### src/rtl/mips_pkg.sv
// mips_pkg
//   Shared definitions for the MIPS core front end.
//   - Primary opcode values seen in IR[31:26]
//   - Fetch FSM state encoding (plain localparams so older tools that
//     mishandle enums can still read this package)
//   - NOP word used as the IR reset value
//   - Helpers for the sign-extended branch offset and the J-type target
package mips_pkg;

  // Primary opcodes (IR[31:26])
  localparam logic [5:0] OP_RTYPE = 6'h00;
  localparam logic [5:0] OP_J     = 6'h02;
  localparam logic [5:0] OP_JAL   = 6'h03;
  localparam logic [5:0] OP_BEQ   = 6'h04;
  localparam logic [5:0] OP_BNE   = 6'h05;
  localparam logic [5:0] OP_ADDI  = 6'h08;
  localparam logic [5:0] OP_LW    = 6'h23;
  localparam logic [5:0] OP_SW    = 6'h2B;

  // Fetch FSM state encoding
  localparam logic [1:0] S_IDLE  = 2'd0;
  localparam logic [1:0] S_FETCH = 2'd1;
  localparam logic [1:0] S_HOLD  = 2'd2;

  // All-zero word decodes as sll $0,$0,0, i.e. a harmless NOP
  localparam logic [31:0] NOP_WORD = 32'h0000_0000;

  // Branch immediate as a byte offset: sign-extend and scale by 4
  function automatic logic [31:0] branch_offset(input logic [15:0] imm);
    return {{14{imm[15]}}, imm, 2'b00};
  endfunction

  // J-type target keeps the 256 MB region of the delay-slot address
  function automatic logic [31:0] jump_target(input logic [3:0]  region,
                                              input logic [25:0] index);
    return {region, index, 2'b00};
  endfunction

endpackage

### src/rtl/next_pc_gen.sv
// next_pc_gen
//   Combinational next-PC selection for the fetch stage. Kept free of any
//   state so a later pipelined fetch can reuse it unchanged.
// Ports
//   pc_plus4     in   32  address of the instruction after the one in IR
//   instr_index  in   26  IR[25:0]; J-type index, low 16 bits are the
//                         branch immediate
//   branch       in   1   beq or bne in IR
//   branch_ne    in   1   bne in IR (selects the inverted zero test)
//   jump         in   1   j or jal in IR
//   zero         in   1   ALU zero flag for the instruction in IR
//   next_pc      out  32  jump target > taken branch target > pc_plus4
module next_pc_gen
  import mips_pkg::*;
(
  input  logic [31:0] pc_plus4,
  input  logic [25:0] instr_index,
  input  logic        branch,
  input  logic        branch_ne,
  input  logic        jump,
  input  logic        zero,
  output logic [31:0] next_pc
);

  logic        taken;
  logic [31:0] branch_dest;
  logic [31:0] jump_dest;

  // bne takes the branch when the operands differ, beq when they match
  assign taken       = branch & (branch_ne ? ~zero : zero);
  // 32-bit add, carry dropped: branches wrap around the address space
  assign branch_dest = pc_plus4 + branch_offset(instr_index[15:0]);
  assign jump_dest   = jump_target(pc_plus4[31:28], instr_index);

  // Jump outranks a branch so a confused decoder asserting both still
  // behaves like the jump it most likely decoded.
  always_comb begin
    next_pc = pc_plus4;
    if (jump) begin
      next_pc = jump_dest;
    end else if (taken) begin
      next_pc = branch_dest;
    end
  end

endmodule

### src/rtl/fetch_unit.sv
// fetch_unit
//   Instruction fetch stage for the MIPS core. Owns the PC, fetches one
//   word at a time over a req/ack handshake, holds it in IR until the
//   downstream stage consumes it, then steps the PC using the control
//   decoder's branch/jump outputs and the ALU zero flag.
// Parameters
//   RESET_PC     PC loaded on reset; must be word aligned
// Ports
//   clk          in   1   single clock, rising edge
//   rst          in   1   synchronous active-high reset
//   imem_req     out  1   fetch request; imem_addr stable while high
//   imem_addr    out  32  word-aligned fetch address (= pc)
//   imem_ack     in   1   imem_rdata valid; ignored unless imem_req
//   imem_rdata   in   32  fetched instruction word
//   instr        out  32  IR contents
//   op           out  6   IR[31:26] for the main control decoder
//   pc_plus4     out  32  pc + 4, for jal link / branch base
//   instr_valid  out  1   IR holds an instruction not yet consumed
//   instr_ready  in   1   downstream consumes IR this cycle
//   branch       in   1   beq or bne decoded
//   branch_ne    in   1   bne decoded
//   jump         in   1   j or jal decoded
//   zero         in   1   ALU zero flag for the instruction in IR
//   fetch_count  out  32  consumed instructions, wraps mod 2^32
module fetch_unit
  import mips_pkg::*;
#(
  parameter logic [31:0] RESET_PC = 32'h0000_0000
) (
  input  logic        clk,
  input  logic        rst,
  output logic        imem_req,
  output logic [31:0] imem_addr,
  input  logic        imem_ack,
  input  logic [31:0] imem_rdata,
  output logic [31:0] instr,
  output logic [5:0]  op,
  output logic [31:0] pc_plus4,
  output logic        instr_valid,
  input  logic        instr_ready,
  input  logic        branch,
  input  logic        branch_ne,
  input  logic        jump,
  input  logic        zero,
  output logic [31:0] fetch_count
);

  logic [1:0]  state;
  logic [1:0]  state_next;
  logic [31:0] pc;
  logic [31:0] ir;
  logic        valid_q;
  logic [31:0] count_q;
  logic [31:0] next_pc;
  logic        load_ir;
  logic        consume;

  // A word is captured only while we are actually requesting; an ack in
  // S_IDLE or S_HOLD is a stray from memory and must not disturb IR.
  assign load_ir = (state == S_FETCH) && imem_ack;

  // The branch/jump inputs only mean something in this cycle; elsewhere
  // the decoder may be looking at garbage and we ignore it.
  assign consume = (state == S_HOLD) && valid_q && instr_ready;

  next_pc_gen u_next_pc_gen (
    .pc_plus4    (pc_plus4),
    .instr_index (ir[25:0]),
    .branch      (branch),
    .branch_ne   (branch_ne),
    .jump        (jump),
    .zero        (zero),
    .next_pc     (next_pc)
  );

  // Fetch FSM. S_IDLE is a single dead cycle after reset so memory sees
  // req low and drops any request that was in flight when rst hit.
  always_comb begin
    state_next = state;
    case (state)
      S_IDLE:  state_next = S_FETCH;
      S_FETCH: if (load_ir) state_next = S_HOLD;
      S_HOLD:  if (consume) state_next = S_FETCH;
      default: state_next = S_IDLE;
    endcase
  end

  always_ff @(posedge clk) begin
    if (rst) begin
      state <= S_IDLE;
    end else begin
      state <= state_next;
    end
  end

  // PC only moves when IR is handed downstream, so imem_addr cannot
  // change while a request is outstanding.
  always_ff @(posedge clk) begin
    if (rst) begin
      pc <= RESET_PC;
    end else if (consume) begin
      pc <= next_pc;
    end
  end

  // IR resets to a NOP so op is a defined R-type code straight out of
  // reset rather than X.
  always_ff @(posedge clk) begin
    if (rst) begin
      ir <= NOP_WORD;
    end else if (load_ir) begin
      ir <= imem_rdata;
    end
  end

  always_ff @(posedge clk) begin
    if (rst) begin
      valid_q <= 1'b0;
    end else if (load_ir) begin
      valid_q <= 1'b1;
    end else if (consume) begin
      valid_q <= 1'b0;
    end
  end

  // Counts retired fetches; plain binary wrap at 2^32.
  always_ff @(posedge clk) begin
    if (rst) begin
      count_q <= 32'd0;
    end else if (consume) begin
      count_q <= count_q + 32'd1;
    end
  end

  assign imem_req    = (state == S_FETCH);
  assign imem_addr   = pc;
  assign pc_plus4    = pc + 32'd4;
  assign instr       = ir;
  // Decoder sees the registered IR only, never imem_rdata directly.
  assign op          = ir[31:26];
  assign instr_valid = valid_q;
  assign fetch_count = count_q;

endmodule
### config.mk
export PLATFORM = sky130hd
export DESIGN_NAME = fetch_unit
export DESIGN_NICKNAME = d
export VERILOG_FILES = /design/src/rtl/mips_pkg.sv /design/src/rtl/next_pc_gen.sv /design/src/rtl/fetch_unit.sv
export SDC_FILE = /design/constraint.sdc
export NUM_CORES = 1
export LEC_CHECK = 0
export ABC_AREA = 1
export BUFFER_PORTS_ARGS = -buffer_cell sky130_fd_sc_hd__clkbuf_2
export CORE_ASPECT_RATIO = 1.5
export CORE_MARGIN = 5
export CORE_UTILIZATION = 59
export DETAILED_ROUTE_END_ITERATION = 10
export GPL_TIMING_DRIVEN = 0
export PLACE_DENSITY = 0.95
export SYNTH_ARGS = -nofsm -noshare
export SYNTH_HDL_FRONTEND = slang
export SYNTH_SLANG_ARGS = --single-unit
### constraint.sdc
create_clock -name clk -period 5.6 [get_ports clk]
set_input_delay 0.28 -clock clk [delete_from_list [all_inputs] [get_ports clk]]
set_output_delay 0.28 -clock clk [all_outputs]
set_load 0.05 [all_outputs]
# Yosys cells after proc, flatten, opt, wreduce, memory -nomap -nowiden
# Index checks and enable logic that the tools add are counted.
dict set report word_totals {
  ff_bits 99
  latch_bits 0
  ram_bits 0
  mem_bits_ro 0
  n_memories 0
}
dict set report op_classes {
  addsub 3
  n_mul 0
  n_div 0
  order_cmp 0
  eq_ne 4
  n_shift 0
  n_mux 8
  bitwise_logic 2
  n_reduce_logical 6
}
# operator n
set ops {}
lappend ops {{32-bit 2-to-1 mux} 2}
lappend ops {{32-bit by 1-bit adder with 32-bit output, second input constant} 1}
lappend ops {{32-bit by 3-bit adder with 32-bit output, second input constant} 1}
lappend ops {{32-bit adder} 1}
lappend ops {{2-bit one-hot mux with 3 select lines} 1}
lappend ops {{2-bit 2-to-1 mux} 2}
lappend ops {{1-bit logical AND} 3}
lappend ops {{1-bit 2-to-1 mux} 3}
lappend ops {{2-bit by 1-bit equality test with 1-bit output, second input constant} 1}
lappend ops {{2-bit equality test, second input constant} 1}
lappend ops {{2-bit zero test} 1}
lappend ops {{2-bit by 1-bit != test with 1-bit output, second input constant} 1}
lappend ops {{2-bit != test, second input constant} 1}
lappend ops {{2-bit AND reduction} 1}
lappend ops {{2-bit nonzero test} 1}
lappend ops {{1-bit AND} 1}
lappend ops {{1-bit NOT} 1}

# Logic depth before layout (Yosys ltp)
# Gate-level depths: netlist of the first run.
dict set report logic_depth {
  depth_word 5
  ltp_mapped 22
}

# Hierarchy
# A second synthesis of the first run with hierarchy kept.
dict set report hier_totals {
  hier_cells 1275
  hier_area_um2 7663.6
}
# module instances cells_each area_each_um2 seq_area_each_um2
set modules_own_cells {}
lappend modules_own_cells {fetch_unit 1 719 4904.7 1981.9}
lappend modules_own_cells {next_pc_gen 1 556 2758.9 0.0}

# Worst setup path before layout of the first run
# OpenSTA, ideal clock, no wires.
dict set report synth_timing {
  path_kind {register to register}
  startpoint {reg pc[2] (netlist: imem_addr[2])}
  endpoint {reg pc[29] (netlist: imem_addr[29])}
  t_arrival_ns 3.810
  slack_ns 1.658
  path_stages_with_launch 18
  n_path_buf 0
  synth_period_minus_slack_ns 3.942
  path_cell_list {dfxtp_1 ha_1 nand3_2 nor3_2 nand3_1 nor2_2 xor2_1 ha_1 a21oi_1 o21ai_0 inv_1 nand2_1 a21oi_1 nand2_1 nand2_1 nand3_1 nand2_1 a21oi_1}
}
dict set report synth_between {
  elab_chain_cells 4
}
# element line_no
set synth_lines {}
lappend synth_lines {{start: declaration} fetch_unit.sv:50} ;# logic [31:0] pc;
lappend synth_lines {{start signal: assignment} fetch_unit.sv:102} ;# pc <= next_pc;
lappend synth_lines {{32-bit by 3-bit adder with 32-bit output} fetch_unit.sv:137} ;# assign pc_plus4 = pc + 32'd4;
lappend synth_lines {{net pc_plus4[18]} fetch_unit.sv:38} ;# output logic [31:0] pc_plus4,
lappend synth_lines {{32-bit adder} next_pc_gen.sv:32} ;# assign branch_dest = pc_plus4 + branch_offset(instr_index[15:0]);
lappend synth_lines {{32-bit 2-to-1 mux} next_pc_gen.sv:41} ;# end else if (taken) begin
lappend synth_lines {{32-bit 2-to-1 mux} next_pc_gen.sv:39} ;# if (jump) begin
# The timed path passes the listed nets, and every way through them passes these cells.
# A chain may end at the register's enable or synchronous reset.

# Worst setup path in the final report of the first run
dict set report layout_timing {
  startpoint {reg pc[2] (netlist: imem_addr[2])}
  endpoint {reg pc[28] (netlist: imem_addr[28])}
}
dict set report layout_between {
  elab_chain_cells 4
}
# element line_no
set layout_lines {}
lappend layout_lines {{32-bit by 3-bit adder with 32-bit output (*)} fetch_unit.sv:137}
lappend layout_lines {{32-bit adder} next_pc_gen.sv:32}
lappend layout_lines {{32-bit 2-to-1 mux} next_pc_gen.sv:41}
lappend layout_lines {{32-bit 2-to-1 mux (*)} next_pc_gen.sv:39}
# Mark *: on every way between the ends. The rest lies on a longest branch, timed or not.

==> results.md, run 1 <==
- ANT cells: 0
- Ys async rst share: 0%
- Final period utilization: 73.01%
- Unrepaired setup endpoints after global routing: false
- Die area: 14920 sq um
- Final min period: 4089 ps
- Leakage: roughly 4.4 nW
- CP endpoint: imem_addr[28]
- Site Rows: 50
- Hold Vio Cnt, Final: 0
- Worst min path class: input port to flop
- Pwr per Cell Area: ~190 nW/um^2
- Most common cell after layout, fill and taps aside: nand2_1
- First-pass GRT wire length: between 40000 and 50000 um
- DR WL/cell: 17.64 um
- Drt total wl: 27600 um
- Xor/xnor share of the synthesized area: under 10%
- Vias: between 8000 and 9000
- DP Wirelength: about 22000 um
- Startpoint types: flop
- Cts bufs inserted: 9
- Critical path launch point: imem_addr[2]
- Relative slew slack: between 30% and 40%
- Number of flops mapped to enable cells by yosys: 0
- Critical Path Sink Type: flop
- Number of port buffers: about 170
- Worst-Margin Slew: ~950 ps
- Reg-to-Reg End: imem_addr[28]
- Mapped cell area: between 7000 and 8000 sq um
- Slew Viols, Final: 0
- TritonCTS clock tree: done
- Vias in the first global route: roughly 8700
- Hold buffers post-CTS: 0
- Area grow syn2layout: 18.36%
- Register-to-Register Path Depth: 16
- Commonest cells after routing, fill and taps aside: 350 x nand2_1, 170 x inv_1, 169 x clkbuf_2
- Main combinational cell family by area after synthesis: simple AND/OR/NAND/NOR gates
- Sequential-to-total area share from yosys stat: 26.27%
- Initial antenna violation count: 0
- Clock tree buffer depth: 2
- Min Hold Slack: between 150 and 200 ps
- GRT overflow: 0
- Mux share of post-synthesis cell area: 0%
- Reg-to-reg setup timing slack: ~1500 ps
- Synth Flop Type: dfxtp_1
- Initial Utilization: 59.69%
- Fmax: approximately 0.24 GHz
- Synth Area in Adders: 6.532%
- Antenna viol nets, final: 0
- Maximum vdd drop: ~0.24 mV
- WP data required: 5810 ps
- Crit path DAT: roughly 4300 ps
- Synth Instances: ~1200
- Status: complete, no violations
- Post-cts sizing count: 0
- Total GRT Usage: roughly 37%
- Share of cells above drive strength 1: 15.41%
- Final net count: 1481
- Drt initial violations: between 800 and 900
- Sinks on Clock Net: 97
- Die W: 101.4 um
- Final clock skew: 10.14 ps
- Largest net degree at the start of global routing: 24
- Core ar.: 12390 sq um
- Drt pass-1 iters: 6
- Critical Path Fanout Max: 7
- Max-capacitance violation count: 0
- Setup CP Type: flop to flop
- Syn_area_per_cell: approximately 6.1 sq um
- R2R Path Start: imem_addr[2]
- Postcts setup bufs: 0
- Ys Warns: 0
- Setup_tns: 0 ps
- #FFs+latches synth: 97
- Worst-skew pair later-pin latency: around 350 ps
- Yosys cell types: 44
- Via density: ~5.7
- H-tree Lvls: 3
- Remaining DRCs: 0
- Simple-gate area share of the yosys netlist: around 36%
- IO Count: roughly 180
- Synth Area in Compound Gates: 15.42%
- Placer Congestion: approximately 1.1
- Final-report setup violation count: 0
- CTS root buf: clkbuf_16
- Clock-pin slew on the worst setup and hold paths: ~70 ps
- Chip Height: 147.1 um
sequential cells by signal, indices dropped and copies added, names as in the netlist:
signal       count
instr           32
state            2
fetch_count     32
instr_valid      1
imem_addr       30
cells by family after synthesis:
kind of cell	Yosys count
xor gates and xnor gates	37
DFF	97
buffers and inverters	216
and+or+nand+nor	620
adders and majority gates	38
AOI/OAI and AO/OA	211
other	1
Yosys cell counts (2+ instances only):
library cell | instances | area [sq um]
a21oi_1 | 124 | 620.6
xnor2_1 | 11 | 96.34
nor2_2 | 4 | 25.02
clkbuf_1 | 31 | 116.4
a31oi_1 | 5 | 31.28
and2_1 | 3 | 18.77
nor2_1 | 102 | 382.9
o22ai_1 | 3 | 18.77
or2_2 | 3 | 18.77
nor3_1 | 30 | 150.1
dfxtp_1 | 97 | 1942
inv_2 | 2 | 7.510
a22oi_1 | 2 | 15.01
o21bai_1 | 4 | 30.03
inv_1 | 170 | 638.1
o221ai_1 | 3 | 26.28
o21ai_0 | 53 | 265.3
nor3b_1 | 2 | 15.01
nand3b_1 | 2 | 15.01
o211ai_1 | 5 | 37.54
nand4_1 | 16 | 100.1
nor3_4 | 2 | 32.53
o21a_1 | 3 | 22.52
a21o_1 | 3 | 22.52
nand3_1 | 96 | 480.5
a211oi_1 | 2 | 15.01
ha_1 | 37 | 462.9
nor4_1 | 2 | 12.51
nand2_2 | 3 | 18.77
buf_4 | 10 | 75.07
buf_2 | 3 | 15.01
xor2_1 | 26 | 227.7
nand2_1 | 350 | 1314
where the power goes:
part           internal (mW)  switching (mW)
logic                 0.0732           0.199
clock network          0.362           0.282
registers              0.707          0.0239
total                   1.14           0.505
critical path: stages, from the launching register on:
cell	delay, ps
dfxtp_1	490
ha_1	340
nand3_2	190
nor3_2	320
nand3_1	190
nor2_2	200
xor2_1	400
ha_1	310
nand2_1	130
nor2_1	130
inv_1	90
o21ai_0	610
a21oi_1	190
nand3_1	110
nand3_1	110
nand2_1	80
a21oi_1	50
metrics by stage:
| stage | area [sq um] | std cells | worst slack [ps] | utilization, % | total power, mW |
|---|---|---|---|---|---|
| 4_1_cts | 8751 | 1564 | 1713 | 70.65 | 1.639 |
| 6_report | 8751 | 1564 | 1511 | 70.65 | 1.647 |
| 3_5_place_dp | 8446 | 1548 | 1760 | 68.18 | 1.013 |
| 3_3_place_gp | 8446 | 1548 | 1783 | 68.18 | 1.009 |
| 2_1_floorplan | 7405 | 1223 | 1658 | - | 0.9304 |
| 5_1_grt | 8751 | 1564 | 1481 | 70.65 | 1.695 |
per-layer routing:
layer	share of wire [%]	vias to the layer above	track usage, %	routed length (um)
li1	-	4296	-	-
met1	35	4001	40.94	9652
met2	49	511	62.55	13600
met3	8.1	158	6.271	2236
met4	7.7	0	24.75	2113
met5	0	-	0	0
final cells by class:
class,count,area [sq um]
plain buffers,44,206.4
clock buffers,11,242.7
clock inverters,5,62.56
fillers,1101,3636
inverters,172,645.6
multi-input cells,910,4611
flip-flops and latches,97,1942
well taps,156,195.2
repair buffers,169,845.8
worst min-delay path by stage:
stage	startpoint	end	slack, ps	depth (start not counted)
final	imem_rdata[21]	instr[21]	180	3
after global routing	imem_rdata[28]	instr[28]	180	3
after CTS	imem_rdata[28]	instr[28]	180	3
after detailed placement	instr[20]	instr[20]	470	2
after global placement	instr[29]	instr[29]	470	2
after floorplan	imem_rdata[0]	instr[0]	450	2
Note: power is estimated with default switching activity, not from simulation.
==> inputs of run 2 (changes only) <==
--- a/config.mk
+++ b/config.mk
@@ -5,14 +5,14 @@
 export SDC_FILE = /design/constraint.sdc
 export NUM_CORES = 1
 export LEC_CHECK = 0
-export ABC_AREA = 1
+export ABC_AREA = 0
 export BUFFER_PORTS_ARGS = -buffer_cell sky130_fd_sc_hd__clkbuf_2
 export CORE_ASPECT_RATIO = 1.5
 export CORE_MARGIN = 5
-export CORE_UTILIZATION = 59
+export CORE_UTILIZATION = 48
 export DETAILED_ROUTE_END_ITERATION = 10
 export GPL_TIMING_DRIVEN = 0
-export PLACE_DENSITY = 0.95
+export PLACE_DENSITY = 0.87
 export SYNTH_ARGS = -nofsm -noshare
 export SYNTH_HDL_FRONTEND = slang
 export SYNTH_SLANG_ARGS = --single-unit
==> constraint.sdc (replaced) <==
create_clock -name clk -period 3.6 [get_ports clk]
set_input_delay 0.18 -clock clk [delete_from_list [all_inputs] [get_ports clk]]
set_output_delay 0.18 -clock clk [all_outputs]
set_load 0.05 [all_outputs]
==> run 2 against run 1 <==
Effect of this change: utilization shrank 4.6 points; critical path type unchanged; worst hold slack lost 130 ps; clock power grew 41%; wire length shrank 19%; combinational power grew 35%; first-iteration DRC count shrank 48%; the run now ends with negative setup slack left; highest routed layer unchanged; cell count shrank 22%.
==> results.md, run 2 <==
- Status: finished with violations (was complete, no violations)
- Failing checks: negative setup slack
- Fmax: 0.2763 GHz (was 0.2446 GHz)
- Setup CP Type: flop to flop (unchanged)
- Yosys cell types: 69 (was 44)
- Relative slew slack: 7.424% (was 36.46%)
- ANT cells: 0 (unchanged)
- Ys async rst share: 0% (unchanged)
- Startpoint types: flop (unchanged)
- Syn_area_per_cell: 7.660 sq um (was 6.060 sq um)
- First-pass GRT wire length: 35650 um (was 43470 um)
- Chip Height: 151.9 um (was 147.1 um)
- Critical Path Fanout Max: 8 (was 7)
- Final-report setup violation count: 1 (was 0)
- Critical-path cell list: and3_4, nand4_1, buf_6, nor3_4, buf_4, nand2_2, xnor2_4, ha_4, a21o_1, a211oi_4, o31ai_4, a2111o_1, o211ai_2, mux2i_1, mux2_1 (was ha_1, nand3_2, nor3_2, nand3_1, nor2_2, xor2_1, ha_1, nand2_1, nor2_1, inv_1, o21ai_0, a21oi_1, nand3_1, nand3_1, nand2_1, a21oi_1)
- Most common cell after layout, fill and taps aside: clkbuf_2 (was nand2_1)
- Setup_tns: -19.59 ps (was 0 ps)
- Core ar.: 13340 sq um (was 12390 sq um)
- Vias in the first global route: 7248 (was 8705)
- DP Wirelength: 17100 um (was 21840 um)
- Max stage delay on crit path: 390 ps (was 610 ps)
- Via density: 5.889 (was 5.733)
- Clock tree buffer depth: 2 (unchanged)
- Site Rows: 52 (was 50)
- H-tree Lvls: 3 (unchanged)
- Crit path buffers/inverters: 2 (was 1)
- Number of port buffers: 169 (unchanged)
- GRT overflow: 0 (unchanged)
- Unrepaired setup endpoints after global routing: true (was false)
- Initial antenna violation count: 0 (unchanged)
- Die area: 15890 sq um (was 14920 sq um)
- Sequential-to-total area share from yosys stat: 30.14% (was 26.27%)
- Placer Congestion: 0.9742 (was 1.067)
- DP Area: 8033 sq um (was 8446 sq um)
- Pwr per Cell Area: 271.6 nW/um^2 (was 188.2 nW/um^2)
- Most frequent cells after synthesis: 152 x nand2_1, 97 x a21oi_1, 97 x dfxtp_1, 71 x nor2_1, 44 x xor2_1 (was 350 x nand2_1, 170 x inv_1, 124 x a21oi_1, 102 x nor2_1, 97 x dfxtp_1)
- Largest net degree at the start of global routing: 27 (was 24)
- Final period utilization: 100.5% (was 73.01%)
- Clock-pin slew on the worst setup and hold paths: 70 ps (about the same)
- Total GRT Usage: 26.95% (was 36.77%)
- Hold_sp: imem_rdata[11] (was imem_rdata[21])
- Fin area: 8811 sq um (was 8751 sq um)
- Crit path max-delay family: compound AO/OA/AOI/OAI gates (was simple AND/OR/NAND/NOR gates)
- Drt pass-1 iters: 6 (unchanged)
- TritonCTS clock tree: done (unchanged)
- Synth Instances: 841 (was 1220)
- Drt initial violations: 434 (was 829)
- R2R Path Start: imem_addr[7] (was imem_addr[2])
- Final net count: 1133 (was 1481)
- Crit path max-delay cell type: a2111o_1 (was o21ai_0)
- Share of cells above drive strength 1: 32.26% (was 15.41%)
- Number of flops mapped to enable cells by yosys: 0 (unchanged)
- Fill cell count: 1103 (was 1101)
- Setup ws final: -19.59 ps (was 1511 ps)
- Vias: 7196 (was 8966)
- Cell taking the most area after synthesis: dfxtp_1 (unchanged)
- Antenna viol nets, final: 0 (unchanged)
- Worst-skew pair later-pin latency: 350 ps (about the same)
- Most numerous cell in the Yosys netlist: nand2_1 (unchanged)
- Maximum vdd drop: 0.2697 mV (was 0.2443 mV)
- Leakage: 4.005 nW (was 4.370 nW)
- Mapped cell area: 6442 sq um (was 7393 sq um)
- Worst-Margin Slew: 1387 ps (was 951.8 ps)
- IO Count: 176 (unchanged)
- DR WL/cell: 18.37 um (was 17.64 um)
- Cts bufs inserted: 9 (unchanged)
- Die W: 104.6 um (was 101.4 um)
- Final clock skew: 9.986 ps (was 10.14 ps)
- Remaining DRCs: 0 (unchanged)
- Worst min path class: input port to flop (unchanged)
- Slew Viols, Final: 0 (unchanged)
- Ys Warns: 0 (unchanged)
- CTS root buf: clkbuf_16 (unchanged)
- Crit path DAT: 3850 ps (was 4300 ps)
- Initial Utilization: 48.30% (was 59.69%)
- Critical Path Sink Type: flop (unchanged)
- Max-capacitance violation count: 0 (unchanged)
- Synth area leaders: dfxtp_1 30%, nand2_1 8.9%, a21oi_1 7.5% (was dfxtp_1 26%, nand2_1 18%, inv_1 8.6%)
- #FFs+latches synth: 97 (unchanged)
- Area grow syn2layout: 36.76% (was 18.36%)
- Area fraction of the dominant cell type after synthesis: 30.14% (was 26.27%)
- WP data required: 3830 ps (was 5810 ps)
- Commonest cells after routing, fill and taps aside: 169 x clkbuf_2, 149 x nand2_1, 95 x a21oi_1 (was 350 x nand2_1, 170 x inv_1, 169 x clkbuf_2)
- Final min period: 3620 ps (was 4089 ps)
- Sinks on Clock Net: 97 (unchanged)
- Synth Flop Type: dfxtp_1 (unchanged)
- Hold Vio Cnt, Final: 0 (unchanged)
- Drt total wl: 22450 um (was 27600 um)
- Critical path launch point: imem_addr[7] (was imem_addr[2])
## run 2: cell count changes in the layout (fill, tap and decap cells not counted), sizes merged, moves of 21 or more
cell	delta
nor2	-36
nand3	-71
inv	-165
a21o	+21
buf	+37
nand2	-201
a21oi	-27
## run 2: power by group
part	switching, mW	internal [mW]	total (mW)	leakage (nW)
Clock	0.436	0.475	0.911	0.137
Combinational	0.261	0.106	0.366	3.07
Sequential	0.0328	1.08	1.12	0.801
## run 2: worst paths after layout
check | to | slack (ps) | cells past startpoint
setup / recovery | imem_addr[31] | -20 | 15
hold / removal | instr[11] | 50 | 3
setup reg to reg | imem_addr[31] | -20 | 15
hold reg to reg | instr[31] | 470 | 2
## run 2: logic make-up after synthesis
kind of cell	after synthesis	share of synthesized area (%)
xor gates and xnor gates	74	10.06
DFF	97	30.14
adders and majority gates	38	7.497
other	1	0.05821
AOI/OAI and AO/OA	234	23.46
and+or+nand+nor	334	23.85
muxes	6	0.9517
buffers and inverters	57	3.981
## run 2: layer usage
layer	global-route usage, %	vias up	wire (um)
met1	28.40	3343	7836
met2	47.96	334	11340
met4	15.23	0	1287
met3	6.961	96	1990
li1	-	3423	-
met5	0	-	0
## run 2: cell type report
cell class / count / area [sq um] / area share (%)
multi-input combinational: 690 / 4951 / 56.19
sequential: 97 / 2011 / 22.82
timing repair buffer: 203 / 1109 / 12.58
buffer: 48 / 237.7 / 2.698
clock buffer: 9 / 225.2 / 2.556
tap: 162 / 202.7 / 2.300
clock inverter: 7 / 52.55 / 0.5964
inverter: 6 / 22.52 / 0.2556
## run 2: repair_timing
| item | CTS | global route |
|---|---|---|
| buffers inserted | 19 | 15 |
| pin swaps | 20 | 14 |
| endpoints found under the setup margin | 4 | 5 |
| gates resized for setup | 26 | 26 |
| hold buffers | 0 | 0 |
## run 2: per-stage QoR
step,cells,hold slack (ps),util [%],worst slack (ps),total power [mW]
3_3_place_gp,1175,403.1,60.23,-297.4,1.485
4_1_cts,1207,42.03,64.17,2.384,2.392
3_5_place_dp,1175,409.8,60.23,-349.1,1.490
2_1_floorplan,844,316.0,-,-321.5,1.381
5_1_grt,1222,49.80,66.06,-178.7,2.473
6_report,1222,47.88,66.06,-19.59,2.393
## run 2: worst register-to-register path, stage by stage (launching register included)
cell      delay [ps]
dfxtp_4          380
and3_4           210
nand4_1          140
buf_6            170
nor3_4           210
buf_4            160
nand2_2           80
xnor2_4          220
ha_4             270
a21o_1           210
a211oi_4         280
o31ai_4          130
a2111o_1         390
o211ai_2         100
mux2i_1          230
mux2_1           340
